`src/rtl/cross_bar_pkg.sv`:
```
// rtl/cross_bar_pkg.sv - shared types and constants for cross_bar_rr
package cross_bar_pkg;

    typedef enum logic [1:0] {
        ST_IDLE      = 2'd0,
        ST_WAIT_ACK  = 2'd1,
        ST_WAIT_RESP = 2'd2
    } arb_state_t;

    localparam logic CMD_READ  = 1'b0;
    localparam logic CMD_WRITE = 1'b1;

    localparam int DEF_NUM_MASTERS = 4;
    localparam int DEF_NUM_SLAVES  = 4;
    localparam int DEF_ADDR_W      = 32;
    localparam int DEF_DATA_W      = 32;

endpackage

```
`src/rtl/rr_arbiter.sv`:
```
// rtl/rr_arbiter.sv - per-slave arbiter FSM with rr pointer and grant register (macro CROSS_BAR_PRIO_EN)
module rr_arbiter
    import cross_bar_pkg::*;
#(
    parameter int NUM_MASTERS = DEF_NUM_MASTERS
) (
    input  logic                   clk,
    input  logic                   rst,
    input  logic [NUM_MASTERS-1:0] req,
    input  logic [NUM_MASTERS-1:0] cmd,
    input  logic                   s_ack,
    input  logic                   s_resp,
    output logic [NUM_MASTERS-1:0] grant,
    output logic                   in_ack,
    output logic                   in_resp
);

    localparam int PTR_W = $clog2(NUM_MASTERS);
    localparam int IDX_W = PTR_W + 1;

    arb_state_t             state_q, state_d;
    logic [PTR_W-1:0]       rr_ptr_q, rr_ptr_d;
    logic [NUM_MASTERS-1:0] grant_q, grant_d;
    logic [PTR_W-1:0]       winner;
    logic [IDX_W-1:0]       idx;
    logic                   found;
    logic                   keep_ptr;
    logic                   granted_cmd;

    assign grant       = grant_q;
    assign in_ack      = (state_q == ST_WAIT_ACK);
    assign in_resp     = (state_q == ST_WAIT_RESP);
    assign granted_cmd = |(grant_q & cmd);

    // pick the first requester at or after rr_ptr, wrapping; master 0 overrides when prioritised
    always_comb begin
        winner   = '0;
        found    = 1'b0;
        idx      = '0;
        keep_ptr = 1'b0;
        for (int k = 0; k < NUM_MASTERS; k++) begin
            idx = {1'b0, rr_ptr_q} + IDX_W'(k);
            if (idx >= IDX_W'(NUM_MASTERS)) begin
                idx = idx - IDX_W'(NUM_MASTERS);
            end
            if (!found && req[idx[PTR_W-1:0]]) begin
                found  = 1'b1;
                winner = idx[PTR_W-1:0];
            end
        end
`ifdef CROSS_BAR_PRIO_EN
        if (req[0]) begin
            winner   = '0;
            keep_ptr = 1'b1;
        end
`endif
    end

    // next-state, next-grant and pointer advance
    always_comb begin
        state_d  = state_q;
        grant_d  = grant_q;
        rr_ptr_d = rr_ptr_q;
        case (state_q)
            ST_IDLE: begin
                if (found) begin
                    state_d         = ST_WAIT_ACK;
                    grant_d         = '0;
                    grant_d[winner] = 1'b1;
                    if (!keep_ptr) begin
                        rr_ptr_d = (winner == PTR_W'(NUM_MASTERS - 1)) ? '0 : winner + 1'b1;
                    end
                end
            end
            ST_WAIT_ACK: begin
                if (s_ack) begin
                    if (granted_cmd == CMD_WRITE) begin
                        state_d = ST_IDLE;
                        grant_d = '0;
                    end else begin
                        state_d = ST_WAIT_RESP;
                    end
                end
            end
            ST_WAIT_RESP: begin
                if (s_resp) begin
                    state_d = ST_IDLE;
                    grant_d = '0;
                end
            end
            default: begin
                state_d = ST_IDLE;
                grant_d = '0;
            end
        endcase
    end

    // state, grant and pointer registers; reset abandons any transaction in flight
    always_ff @(posedge clk) begin
        if (rst) begin
            state_q  <= ST_IDLE;
            grant_q  <= '0;
            rr_ptr_q <= '0;
        end else begin
            state_q  <= state_d;
            grant_q  <= grant_d;
            rr_ptr_q <= rr_ptr_d;
        end
    end

endmodule

```
`src/rtl/cross_bar_rr.sv`:
```
// rtl/cross_bar_rr.sv - NxM crossbar with per-slave round-robin arbitration (macro CROSS_BAR_PRIO_EN)
module cross_bar_rr
    import cross_bar_pkg::*;
#(
    parameter int NUM_MASTERS = DEF_NUM_MASTERS,
    parameter int NUM_SLAVES  = DEF_NUM_SLAVES,
    parameter int ADDR_W      = DEF_ADDR_W,
    parameter int DATA_W      = DEF_DATA_W
) (
    input  logic                                    clk,
    input  logic                                    rst,
    input  logic [NUM_MASTERS-1:0]                  m_req,
    input  logic [NUM_MASTERS-1:0]                  m_cmd,
    input  logic [NUM_MASTERS-1:0][ADDR_W-1:0]      m_addr,
    input  logic [NUM_MASTERS-1:0][DATA_W-1:0]      m_wdata,
    output logic [NUM_MASTERS-1:0]                  m_ack,
    output logic [NUM_MASTERS-1:0]                  m_resp,
    output logic [NUM_MASTERS-1:0][DATA_W-1:0]      m_rdata,
    output logic [NUM_SLAVES-1:0]                   s_req,
    output logic [NUM_SLAVES-1:0]                   s_cmd,
    output logic [NUM_SLAVES-1:0][ADDR_W-1:0]       s_addr,
    output logic [NUM_SLAVES-1:0][DATA_W-1:0]       s_wdata,
    input  logic [NUM_SLAVES-1:0]                   s_ack,
    input  logic [NUM_SLAVES-1:0]                   s_resp,
    input  logic [NUM_SLAVES-1:0][DATA_W-1:0]       s_rdata,
    output logic [NUM_SLAVES-1:0][NUM_MASTERS-1:0]  grant
);

    localparam int SEL_W = $clog2(NUM_SLAVES);

    logic [NUM_SLAVES-1:0][NUM_MASTERS-1:0] slave_req;
    logic [NUM_SLAVES-1:0]                  in_ack;
    logic [NUM_SLAVES-1:0]                  in_resp;

    // decode each master's target slave from the top address bits
    always_comb begin
        slave_req = '0;
        for (int i = 0; i < NUM_MASTERS; i++) begin
            for (int j = 0; j < NUM_SLAVES; j++) begin
                if (m_req[i] && (m_addr[i][ADDR_W-1 -: SEL_W] == SEL_W'(j))) begin
                    slave_req[j][i] = 1'b1;
                end
            end
        end
    end

    for (genvar g = 0; g < NUM_SLAVES; g++) begin : g_arb
        rr_arbiter #(
            .NUM_MASTERS (NUM_MASTERS)
        ) u_arb (
            .clk     (clk),
            .rst     (rst),
            .req     (slave_req[g]),
            .cmd     (m_cmd),
            .s_ack   (s_ack[g]),
            .s_resp  (s_resp[g]),
            .grant   (grant[g]),
            .in_ack  (in_ack[g]),
            .in_resp (in_resp[g])
        );
    end

    // route granted master to its slave and slave strobes back; everything quiet while in reset
    always_comb begin
        s_req   = '0;
        s_cmd   = '0;
        s_addr  = '0;
        s_wdata = '0;
        m_ack   = '0;
        m_resp  = '0;
        m_rdata = '0;
        if (!rst) begin
            for (int j = 0; j < NUM_SLAVES; j++) begin
                for (int i = 0; i < NUM_MASTERS; i++) begin
                    if (grant[j][i]) begin
                        s_req[j]   = m_req[i];
                        s_cmd[j]   = m_cmd[i];
                        s_addr[j]  = m_addr[i];
                        s_wdata[j] = m_wdata[i];
                        m_ack[i]   = m_ack[i] | (in_ack[j] & s_ack[j]);
                        if (in_resp[j]) begin
                            m_resp[i]  = m_resp[i] | s_resp[j];
                            m_rdata[i] = s_rdata[j];
                        end
                    end
                end
            end
        end
    end

endmodule
```
`config.mk`:
```
export PLATFORM = sky130hd
export DESIGN_NAME = cross_bar_rr
export DESIGN_NICKNAME = d
export VERILOG_FILES = /design/src/rtl/cross_bar_pkg.sv /design/src/rtl/rr_arbiter.sv /design/src/rtl/cross_bar_rr.sv
export SDC_FILE = /design/constraint.sdc
export NUM_CORES = 1
export LEC_CHECK = 0
export CAP_MARGIN = 10
export CORE_AREA = 5 5 318 320
export DETAILED_ROUTE_END_ITERATION = 7
export DIE_AREA = 0 0 323 325
export GPL_TIMING_DRIVEN = 0
export MAX_ROUTING_LAYER = met4
export PLACE_DENSITY = 0.36
export SYNTH_ARGS = -nofsm -noshare
export SYNTH_HDL_FRONTEND = slang
export SYNTH_HIERARCHICAL = 1
export SYNTH_SLANG_ARGS = --single-unit
```
`constraint.sdc`:
```
create_clock -name clk -period 3.6 [get_ports clk]
set_input_delay 1.08 -clock clk [delete_from_list [all_inputs] [get_ports clk]]
set_output_delay 1.08 -clock clk [all_outputs]
set_load 0.1 [all_outputs]
```
* Word level (Yosys, flattened, before mapping)
Index checks and enable logic that the tools add are counted.
** Operators by class
- $add $sub $neg :: 32
- $lt $le $gt $ge :: 40
- Eq/ne operators :: 40
- Multiplexer cells :: 317
- Bitwise gates (word level) :: 32
- Reduce and logical (&&, ||, !) cells :: 68
** Operators by type and width (number)
- two-way mux 32 bit :: 61
- two-way mux 128 bit :: 3
- two-way mux 1 bit :: 153
- two-way mux 2 bit :: 52
- two-way mux 4 bit :: 20
- < comparator 2 x 3 -> 1 bit (second input constant) :: 20
- one-hot mux 4 bit (3 select lines) :: 4
- greater-or-equal comparator 3 bit (second input constant) :: 12
- binary-select mux 1 bit (select 2 bit) :: 16
- == test 2 bit (second input constant) :: 16
- logical AND 1 bit :: 32
- subtractor 2 x 1 -> 2 bit (second input constant) :: 16
- adder 2 x 2 -> 3 bit (second input constant) :: 8
- inequality test 2 bit (second input constant) :: 12
- bitwise OR 1 bit :: 24
- one-hot mux 2 bit (3 select lines) :: 4
- bitwise AND 4 bit :: 4
- == test 2 x 1 -> 1 bit (second input constant) :: 8
- zero test 2 bit :: 8
- AND reduction 4 bit :: 4
- OR reduction 4 bit :: 4
- adder 2 x 1 -> 3 bit (second input constant) :: 4
- greater-or-equal comparator 2 x 3 -> 1 bit (second input constant) :: 4
- zero test 1 bit :: 12
- 7 further kinds :: 28
** Word-level totals
- Register bits after elaboration :: 32
- Input port bits :: 402
- Output and inout bits :: 416
- Logic and storage cells :: 541

* Depth between registers and ports, before layout
Gate-level depths: netlist of run 1.
- Depth after elaboration :: 21
- Gate-level depth with buffers :: 10
- Depth with buffers taken out :: 9

* By module
Netlist of run 1, hierarchy kept.
** Modules (own cells, without submodules)
- cross_bar_rr :: instances 1, cells each 2364, area an instance 14051.0 µm², seq. area each 0.0 µm²
- rr_arbiter at g_arb[0].u_arb ... :: instances 3, cells each 52, area an instance 505.5 µm², seq. area each 160.2 µm²
- rr_arbiter at g_arb[3].u_arb :: instances 1, cells each 61, area an instance 534.3 µm², seq. area each 160.2 µm²

* Least setup slack after synthesis of run 1
Ideal clock, no wire load.
- Path kind :: register -> output
- Start point :: register g_arb[0].u_arb.grant_q[1]
- End point :: output port m_rdata[47] (netlist bit)
- Arrival :: 6501 ps
- Data required time :: 2520 ps
- Setup slack :: -3981 ps
- Cell stages (with the launch flop) :: 6
- Buffers on the path :: 2
- Cells stage by stage :: dfxtp_1 > buf_2 > a21boi_2 > buf_2 > a221oi_1 > a2111oi_0
** RTL lines
- start, declared :: line rr_arbiter.sv:23 : logic [NUM_MASTERS-1:0] grant_q, grant_d;
- start signal, assigned :: line rr_arbiter.sv:106 : grant_q <= grant_d;
- end, declared :: line cross_bar_rr.sv:18 : output logic [NUM_MASTERS-1:0][DATA_W-1:0] m_rdata,

==> impl_metrics.py, run 1 <==
metrics = {
    "sta": {
        "setup_viol": 11,
        "slew_headroom": 0.249,
        "rsz0062_at_grt": "yes",
        "slew_violations": 0,
        "final-hold-violation-count": 0,
        "period_share": 1.01,
        "min_period_ps": 3640,
        "worst_slack_ps": -44.8,
        "max_freq_mhz": 274,
        "fin_skew_ps": 1.31,
        "worst_pin_slew_ps": 1120,
    },
    "clock_tree": {
        "cts_buffers": 5,
        "clk-insertion-delay-late_ps": 290,
        "cts.sinks": 32,
        "clockBufferDepth": 2,
        "clk_pin_slew_worst_paths_ps": 60,
        "cts-htree-levels": 2,
        "cts_tree": "yes",
        "root_buffer": "clkbuf_16",
    },
    "place": {
        "post-place-ws_ps": -3010,
        "gp_congestion": 0.923,
        "dpl_cell_area_sq_um": 31100,
        "place_hpwl_um": 142000,
        "port_buffers": 813,
    },
    "power": {
        "powerDensity_nw_per_um2": 246,
        "power_frac_seq": 0.056,
        "clkPwrFrac": 0.051,
        "peakVddDrop_uv": 175,
        "switchingPower_w": 0.00539,
        "p_sw_frac": 0.639,
        "leakagePower_nw": 11.0,
        "p_comb_frac": 0.893,
        "p_total_w": 0.00843,
        "p_int_w": 0.00304,
    },
    "setup_path": {
        "worst_ep_required_time_ps": 2520,
        "reg2reg_from": "g_arb[3].u_arb/rr_ptr_q[0]",
        "reg2reg_to": "g_arb[3].u_arb/grant[1]",
        "cp_top_family": "compound AO/OA/AOI/OAI gates",
        "critPathSlowestCell": "a2111oi_4",
        "worst_path_largest_cell_delay_ps": 660,
        "crit_chain": "dlygate4sd2_1 > and2_4 > a221oi_4 > a2111oi_4 > buf_6",
        "endpoint_kind": "primary output",
        "crit_buf_inv": 2,
        "worstPathMaxFanout": 2,
        "crit_type": "in -> out",
        "reg2reg_slack_ps": 1660,
        "critical_path_cell_count": 5,
        "reg2regPathDepth": 7,
        "critPathLaunchType": "primary input",
        "cp_data_arrival_time_ps": 2560,
    },
    "drt": {
        "drtAntennaViolNets": 0,
        "vias": 27994,
        "first_iter_violations": 2922,
        "routed_wl_um": 180000,
        "drc": 0,
        "dr.pass1.iters": 6,
        "drt-vias-per-instance": 5.87,
        "wire_per_inst_um": 37.7,
    },
    "final_layout": {
        "finalNetCount": 3840,
        "stdcell_area_sq_um": 34200,
        "num-fill-cells": 10349,
        "multiInputGateArea_sq_um": 19100,
        "areaGrowthSynthToFinish_pct": 113,
        "seq_area_sq_um": 694,
        "layout-drive-gt1-share": 0.379,
    },
    "yosys": {
        "synthesis.area_sq_um": 16100,
        "synthTopCellsByCount": "a21oi_1, nand2_1, a221o_1",
        "async_reset_ff_frac": 0,
        "synth_ff_type": "dfxtp_1",
        "syn_inst": 2581,
        "ys_seq_area_frac": 0.0398,
        "synth_warnings": 6,
        "synth_area_leaders": "a21oi_1, a221o_1, nand3b_1",
        "netlist.area_leader.share": 0.173,
        "synth_enable_flop_cells": 0,
        "syn-num-nets": 2999,
        "ys_types": 63,
        "yosysMostFrequentCell": "a21oi_1",
        "synth-seq-cells": 32,
        "synth_top_area_cell": "a21oi_1",
        "synth.avg_cell_area_sq_um": 6.24,
    },
    "global_routing": {
        "antenna_found_initial": 73,
        "grt_pass1_wl_um": 244000,
        "overflow": 0,
        "grt_max_degree": 34,
        "grt_pass1_vias": 28271,
        "grt_use_total": 0.329,
    },
    "die": {
        "io_pins": 818,
        "dieHeight_um": 325,
        "coreArea_sq_um": 97800,
        "die-area_sq_um": 105000,
        "rows": 115,
        "die_x_um": 323,
        "start_util": 0.165,
    },
    "outcome": {
        "status": "finished, violations left",
        "violations": "setup timing",
    },
    "worst_hold_path": {
        "hold_start": "g_arb[2].u_arb/grant[0]",
        "min_path_cells": 1,
        "hold_end": "g_arb[2].u_arb/grant[0]",
        "hold_path_class": "reg -> reg",
    },
    "run": {
        "drv_cap": 0,
    },
}
[layer usage]
metal | global-route usage | vias to the layer above | part of all wire | routed length, um
met1 | 0.408 | 14319 | 0.41 | 73300
met2 | 0.542 | 1661 | 0.48 | 85500
met3 | 0.0641 | 268 | 0.081 | 14600
li1 | - | 11746 | - | -
met5 | - | - | 0 | 0
met4 | 0.102 | 0 | 0.037 | 6630
[power by group through the flow]
stage / logic [W] / registers (W) / clock network [W]
2_1_floorplan: 0.00443 / 0.000523 / 0
3_3_place_gp: 0.00689 / 0.000463 / 0
3_5_place_dp: 0.00694 / 0.000463 / 0
4_1_cts: 0.00734 / 0.000471 / 0.000439
5_1_grt: 0.00770 / 0.000478 / 0.000454
6_report: 0.00752 / 0.000474 / 0.000432
[cells in the final DEF, fill, tap and decap left out, types with 100 or more instances in the layout]
cell | netlist | final
a21oi_1 | 555 | 290
a221o_1 | 266 | 266
buf_6 | 0 | 225
clkbuf_2 | 1 | 100
dlygate4sd2_1 | 0 | 101
nor2_1 | 157 | 156
a21oi_4 | 0 | 200
clkdlybuf4s50_1 | 0 | 229
nand3b_1 | 264 | 264
buf_12 | 0 | 116
nand2_1 | 279 | 277
[through the flow]
step / instances / utilization / setup TNS, ps / hold slack [ps]
CTS: 4706 / 0.339 / -84.0 / 511
floorplan: 2581 / - / -23450 / 505
finish: 4767 / 0.350 / -143 / 514
detailed placement: 4692 / 0.317 / -854860 / 490
global route: 4761 / 0.350 / -152 / 537
global placement: 4681 / 0.315 / -1092470 / 497
[how the worst max path moves through the flow]
stage | start | endpoint | slack, ps
finish | s_rdata[18] | m_rdata[82] | -40
global route | g_arb[3].u_arb/state_q[1] | m_rdata[82] | -50
CTS | g_arb[1].u_arb/state_q[1] | m_rdata[82] | -70
detailed placement | rst | s_wdata[119] | -3010
global placement | rst | s_addr[63] | -3580
floorplan | rst | s_wdata[100] | -220
[final cells by class]
cell class	count	area share
Clock inverter	1	0.000110
Buffer	340	0.0666
Clock buffer	7	0.00387
Sequential cell	32	0.0203
Antenna cell	57	0.00417
Multi-Input combinational cell	2123	0.558
Timing Repair Buffer	838	0.291
Tap cell	1287	0.0470
Inverter	82	0.00914
[logic make-up (layout without fill, tap and decap cells)]
| group | Yosys count | after routing | synth area share |
|---|---|---|---|
| other | 0 | 57 | 0 |
| DFF | 32 | 32 | 0.0398 |
| muxes | 4 | 4 | 0.00249 |
| adders and majority gates | 16 | 16 | 0.0124 |
| buffers and inverters | 426 | 1268 | 0.106 |
| and+or+nand+nor | 1002 | 1002 | 0.347 |
| AOI/OAI and AO/OA | 1101 | 1101 | 0.492 |
[repair_timing]
item,4_1_cts,5_1_grt
endpoints found under the setup margin,402,290
gates resized for setup,3449,278
setup buffers,12,4
hold buffers,0,0
pin swaps,87,77
hold endpoints to repair,0,0
[flip-flops by register name (all words and copies together) (netlist names)]
signal	cells
g_arb.u_arb/state_q	8
g_arb.u_arb/rr_ptr_q	8
g_arb.u_arb/grant	16
Power figures use the tool's default switching activity.
==> run 2, diff against run 1 <==
ABC_AREA = 1   (was not set)
CORE_AREA = 5 5 312 314   (was 5 5 318 320)
DIE_AREA = 0 0 317 319   (was 0 0 323 325)
PLACE_DENSITY = 0.4   (was 0.36)
clock period = 3.4 ns   (was 3.6 ns; I/O delays follow)
==> impl_metrics.py, run 2 <==
metrics = {
    "global_routing": {
        "grt_max_degree": 25,
        "grt_use_total": 0.348,
        "antenna_found_initial": 57,
        "grt_pass1_wl_um": 249000,
        "grt_pass1_vias": 31025,
        "overflow": 0,
    },
    "run": {
        "drv_cap": 0,
    },
    "final_layout": {
        "layout-drive-gt1-share": 0.296,
        "post-route-util": 0.383,
        "num-fill-cells": 10430,
        "finalNetCount": 5104,
        "layout_commonest_cell": "nand2_1",
        "stdcell_count": 6004,
        "stdcell_area_sq_um": 36100,
        "areaGrowthSynthToFinish_pct": 95.3,
        "final_cell_mix": "nand2_1, nand3_1, o21ai_0, a21oi_1, a21oi_4",
        "multiInputGateArea_sq_um": 19100,
        "seq_area_sq_um": 657,
        "largest_reg_flops": 16,
    },
    "place": {
        "dp.cells": 5937,
        "gp_congestion": 0.942,
        "port_buffers": 817,
        "place_hpwl_um": 145000,
        "dpl_cell_area_sq_um": 32500,
    },
    "sta": {
        "period_share": 1.00,
        "rsz0062_at_grt": "yes",
        "fin_skew_ps": 3.10,
        "max_freq_mhz": 293,
        "whs_ps": 505,
        "slew_violations": 0,
        "min_period_ps": 3410,
        "worst_pin_slew_ps": 1090,
        "setup_viol": 3,
        "slew_headroom": 0.270,
        "final-hold-violation-count": 0,
        "worst_slack_ps": -11.2,
    },
    "setup_path": {
        "cp_data_arrival_time_ps": 2390,
        "worst_ep_required_time_ps": 2380,
        "worstPathMaxFanout": 3,
        "critPathLaunchType": "primary input",
        "endpoint_kind": "primary output",
        "crit_type": "in -> out",
    },
    "die": {
        "start_util": 0.196,
        "die_x_um": 317,
        "dieHeight_um": 319,
        "rows": 113,
        "coreArea_sq_um": 94300,
        "die-area_sq_um": 101000,
        "io_pins": 818,
    },
    "yosys": {
        "synthesis.area_sq_um": 18500,
        "netlist.area_leader.share": 0.215,
        "synth_area_leaders": "a21oi_1, nand2_1, o21ai_0",
        "yosysMostFrequentCell": "nand2_1",
        "synth_enable_flop_cells": 0,
        "synth-seq-cells": 32,
        "synth_ff_type": "dfxtp_1",
        "synth_top_area_cell": "a21oi_1",
        "syn_inst": 3850,
        "synth.avg_cell_area_sq_um": 4.80,
        "async_reset_ff_frac": 0,
        "ys_types": 37,
        "synth_warnings": 6,
        "ys_seq_area_frac": 0.0347,
        "syn-num-nets": 4268,
        "synthTopCellsByCount": "nand2_1, a21oi_1, o21ai_0",
    },
    "outcome": {
        "status": "finished, violations left",
        "violations": "DRC, setup timing",
    },
    "clock_tree": {
        "clockBufferDepth": 2,
        "cts_buffers": 5,
        "cts_tree": "yes",
        "cts.sinks": 32,
        "cts-htree-levels": 2,
        "cts_hold_buf": 0,
        "clk-insertion-delay-late_ps": 280,
        "root_buffer": "clkbuf_16",
        "clk_pin_slew_worst_paths_ps": 60,
    },
    "power": {
        "peakVddDrop_uv": 919,
        "powerDensity_nw_per_um2": 1040,
        "leakagePower_nw": 13.9,
    },
    "drt": {
        "highest_layer": "met4",
        "wl_met2_um": 84800,
        "dr.pass1.iters": 8,
        "drt-met1-wl_um": 74500,
        "drc": 9,
        "vias": 31982,
        "drt-vias-per-instance": 5.33,
        "drtAntennaViolNets": 0,
        "first_iter_violations": 3312,
        "routed_wl_um": 181000,
        "wl_met3_um": 15300,
        "wire_per_inst_um": 30.2,
    },
    "worst_hold_path": {
        "hold_path_class": "reg -> reg",
    },
}
[run 2: cell count changes after synthesis, moves of 58 or more]
cell / previous run / this run
nand2_1: 279 / 1023
a221oi_1: 116 / 3
inv_1: 82 / 391
nand3b_1: 264 / 0
clkbuf_1: 243 / 151
nor2_1: 157 / 41
a21oi_1: 555 / 793
o21ai_0: 3 / 494
nand3_1: 28 / 486
a221o_1: 266 / 0
and2_1: 58 / 0
[run 2: path summary, 6_finish.rpt]
check	from	end	slack, ps	depth (start not counted)
setup / recovery	m_wdata[41]	s_wdata[73]	-10	6
hold / removal	g_arb[0].u_arb/state_q[1]	g_arb[0].u_arb/state_q[1]	500	2
setup reg to reg	g_arb[0].u_arb/rr_ptr_q[1]	g_arb[0].u_arb/rr_ptr_q[1]	1370	14
hold reg to reg	g_arb[0].u_arb/state_q[1]	g_arb[0].u_arb/state_q[1]	500	2
[run 2: layout make-up]
type                            instances  share of cell area
Multi-Input combinational cell       3052               0.528
Timing Repair Buffer                  829               0.292
Buffer                                345              0.0636
Inverter                              421              0.0454
Tap cell                             1265              0.0438
Sequential cell                        32              0.0182
Clock buffer                            7             0.00423
Antenna cell                           52             0.00360
Clock inverter                          1            0.000832
[run 2: layer usage]
layer | track usage | vias up
met5 | - | -
met4 | 0.102 | 0
met3 | 0.0706 | 271
met2 | 0.564 | 1606
met1 | 0.437 | 15572
li1 | - | 14533
[run 2: report_power, final]
group | internal, W | switching [W] | leakage [nW]
clock | 0.000386 | 0.000179 | 0.0905
combinational | 0.00977 | 0.0263 | 13.6
sequential | 0.000531 | 0.000270 | 0.268
total | 0.0107 | 0.0268 | 13.9
[run 2: repair_timing]
item,4_1_cts,5_1_grt
buffers inserted,5,4
setup endpoints to repair,407,332
gates resized for setup,3285,466
cloned,0,0
pin swaps,34,111
[run 2: through the flow]
| step | setup TNS [ps] | worst slack (ps) | power [W] |
|---|---|---|---|
| floorplan | -6880 | -269 | 0.0242 |
| global placement | -1036740 | -3080 | 0.0337 |
| detailed placement | -1015060 | -2960 | 0.0338 |
| CTS | -118 | -29.8 | 0.0363 |
| global route | -101 | -57.5 | 0.0386 |
| finish | -17.9 | -11.2 | 0.0374 |
[run 2: logic make-up after synthesis]
kind of cell / synth area share
compound gates: 0.379
fa+ha+maj: 0.0108
buf+inv: 0.182
flops: 0.0347
simple gates: 0.394
[run 2: worst max-delay path, stage by stage]
cell and delay, ps:
clkdlybuf4s50_1 580, nand2_1 70, o21ai_1 100, nand2_1 150, a21oi_4 160, buf_4 310
==> run 3, diff against run 2 <==
ABC_AREA = not set   (was 1)
CORE_AREA = 5 5 318 320   (was 5 5 312 314)
DIE_AREA = 0 0 323 325   (was 0 0 317 319)
PLACE_DENSITY = 0.36   (was 0.4)
==> impl_metrics.py, run 3 (same netlist as run 1, synthesis figures left out) <==
metrics = {
    "place": {
        "post-place-ws_ps": -2810,
        "place_hpwl_um": 142000,
        "dp.cells": 4688,
        "gp_congestion": 0.904,
        "port_buffers": 813,
    },
    "setup_path": {
        "reg2regPathDepth": 7,
        "worstPathMaxFanout": 6,
        "cp_data_arrival_time_ps": 2490,
        "reg2reg_to": "g_arb[3].u_arb/grant[1]",
        "reg2reg_from": "g_arb[3].u_arb/rr_ptr_q[0]",
        "reg2reg_slack_ps": 1340,
        "crit_end": "m_rdata[105]",
        "crit_type": "in -> out",
        "critPathLaunchType": "primary input",
        "crit_start": "rst",
        "endpoint_kind": "primary output",
        "worst_ep_required_time_ps": 2380,
    },
    "final_layout": {
        "final_cell_mix": "a21oi_1, nand2_1, a221o_1, nand3b_1, dlygate4sd2_1",
        "stdcell_count": 4850,
        "finalNetCount": 3919,
        "post-route-util": 0.372,
        "areaGrowthSynthToFinish_pct": 126,
        "layout_commonest_cell": "a21oi_1",
        "largest_reg_flops": 16,
        "layout-drive-gt1-share": 0.440,
    },
    "power": {
        "power_frac_seq": 0.053,
        "p_comb_frac": 0.898,
        "leakagePower_nw": 11.8,
        "powerDensity_nw_per_um2": 252,
        "peakVddDrop_uv": 281,
        "clkPwrFrac": 0.049,
        "p_sw_frac": 0.630,
        "switchingPower_w": 0.00578,
        "p_int_w": 0.00340,
    },
    "global_routing": {
        "overflow": 0,
        "grt_max_degree": 14,
        "grt_use_total": 0.332,
        "antenna_found_initial": 90,
        "grt_pass1_wl_um": 245000,
        "grt_pass1_vias": 28413,
    },
    "sta": {
        "tns_ps": -1250,
        "setup_viol": 37,
        "whs_ps": 507,
        "max_freq_mhz": 285,
        "worst_pin_slew_ps": 1090,
        "min_period_ps": 3510,
        "slew_violations": 0,
        "final-hold-violation-count": 0,
        "worst_slack_ps": -112,
        "fin_skew_ps": 7.75,
        "slew_headroom": 0.273,
        "rsz0062_at_grt": "yes",
        "period_share": 1.03,
    },
    "die": {
        "rows": 115,
        "die-area_sq_um": 105000,
        "die_x_um": 323,
        "io_pins": 818,
        "dieHeight_um": 325,
        "start_util": 0.165,
        "coreArea_sq_um": 97800,
    },
    "run": {
        "drv_cap": 0,
    },
    "drt": {
        "drtAntennaViolNets": 0,
        "drt-vias-per-instance": 5.79,
        "first_iter_violations": 2822,
        "drc": 0,
        "routed_wl_um": 182000,
        "wire_per_inst_um": 37.5,
        "vias": 28098,
        "dr.pass1.iters": 6,
    },
    "worst_hold_path": {
        "hold_path_class": "reg -> reg",
    },
    "clock_tree": {
        "clk-insertion-delay-late_ps": 290,
        "root_buffer": "clkbuf_16",
        "cts.sinks": 32,
        "cts_buffers": 5,
        "clockBufferDepth": 2,
        "cts-htree-levels": 2,
        "clk_pin_slew_worst_paths_ps": 50,
        "cts_hold_buf": 0,
        "cts_tree": "yes",
    },
    "outcome": {
        "violations": "setup timing",
        "status": "finished, violations left",
    },
}
run 3: cell count changes in the layout (fill, tap and decap cells not counted), sizes merged, moves of 71 or more:
cell / change
dlygate4sd2: +187
nor2: +112
nand2: -811
nand3: -466
a21oi: -252
a221oi: +116
a221o: +266
inv: -332
a2111oi: +71
o21ai: -539
clkdlybuf4s50: -198
nand3b: +264
run 3: worst min path at each step:
stage	from	endpoint	cells past startpoint
floorplan	g_arb[1].u_arb/rr_ptr_q[0]	g_arb[1].u_arb/rr_ptr_q[0]	2
global placement	g_arb[2].u_arb/grant[0]	g_arb[2].u_arb/grant[0]	1
detailed placement	g_arb[2].u_arb/grant[0]	g_arb[2].u_arb/grant[0]	1
CTS	g_arb[2].u_arb/grant[0]	g_arb[2].u_arb/grant[0]	1
global route	g_arb[2].u_arb/grant[0]	g_arb[2].u_arb/grant[0]	1
finish	g_arb[2].u_arb/grant[0]	g_arb[2].u_arb/grant[0]	1
run 3: through the flow:
| step | power, W | cell area, sq um |
|---|---|---|
| 2_1_floorplan | 0.00534 | 21700 |
| 3_3_place_gp | 0.00787 | 31500 |
| 3_5_place_dp | 0.00790 | 31600 |
| 4_1_cts | 0.00893 | 35000 |
| 5_1_grt | 0.00941 | 36400 |
| 6_report | 0.00918 | 36400 |
run 3: power by group through the flow:
stage	logic [W]	clock network [W]	registers [W]
3_3_place_gp	0.00738	0	0.000486
2_1_floorplan	0.00479	0	0.000554
6_report	0.00825	0.000446	0.000490
3_5_place_dp	0.00741	0	0.000487
5_1_grt	0.00844	0.000476	0.000494
4_1_cts	0.00799	0.000458	0.000488
run 3: timing repair:
action	CTS	global route
endpoints found under the setup margin	405	229
setup buffers	48	50
resized for setup	3852	287
pin swaps	182	121
cloned	3	1
run 3: area by class of cell:
cell class                      instances  area [sq um]
Clock inverter                          1          5.00
Multi-Input combinational cell       2123         20100
Buffer                                336          2720
Fill cell                           10159         61400
Timing Repair Buffer                  921         10700
Tap cell                             1287          1610
Clock buffer                            7           133
Sequential cell                        32           718
Inverter                               82           308
Antenna cell                           61           153
run 3: worst max-delay path, stage by stage:
cell and delay (ps):
buf_16 120, clkbuf_16 160, buf_12 130, clkbuf_16 170, buf_16 150, nor4_4 420, buf_6 290
run 3: metal layers:
layer / track usage / wire length (um) / up-vias
met1: 0.396 / 71900 / 14303
met4: 0.104 / 6670 / 0
met5: - / 0 / -
met3: 0.0695 / 14300 / 273
li1: - / - / 11931
met2: 0.560 / 88900 / 1591
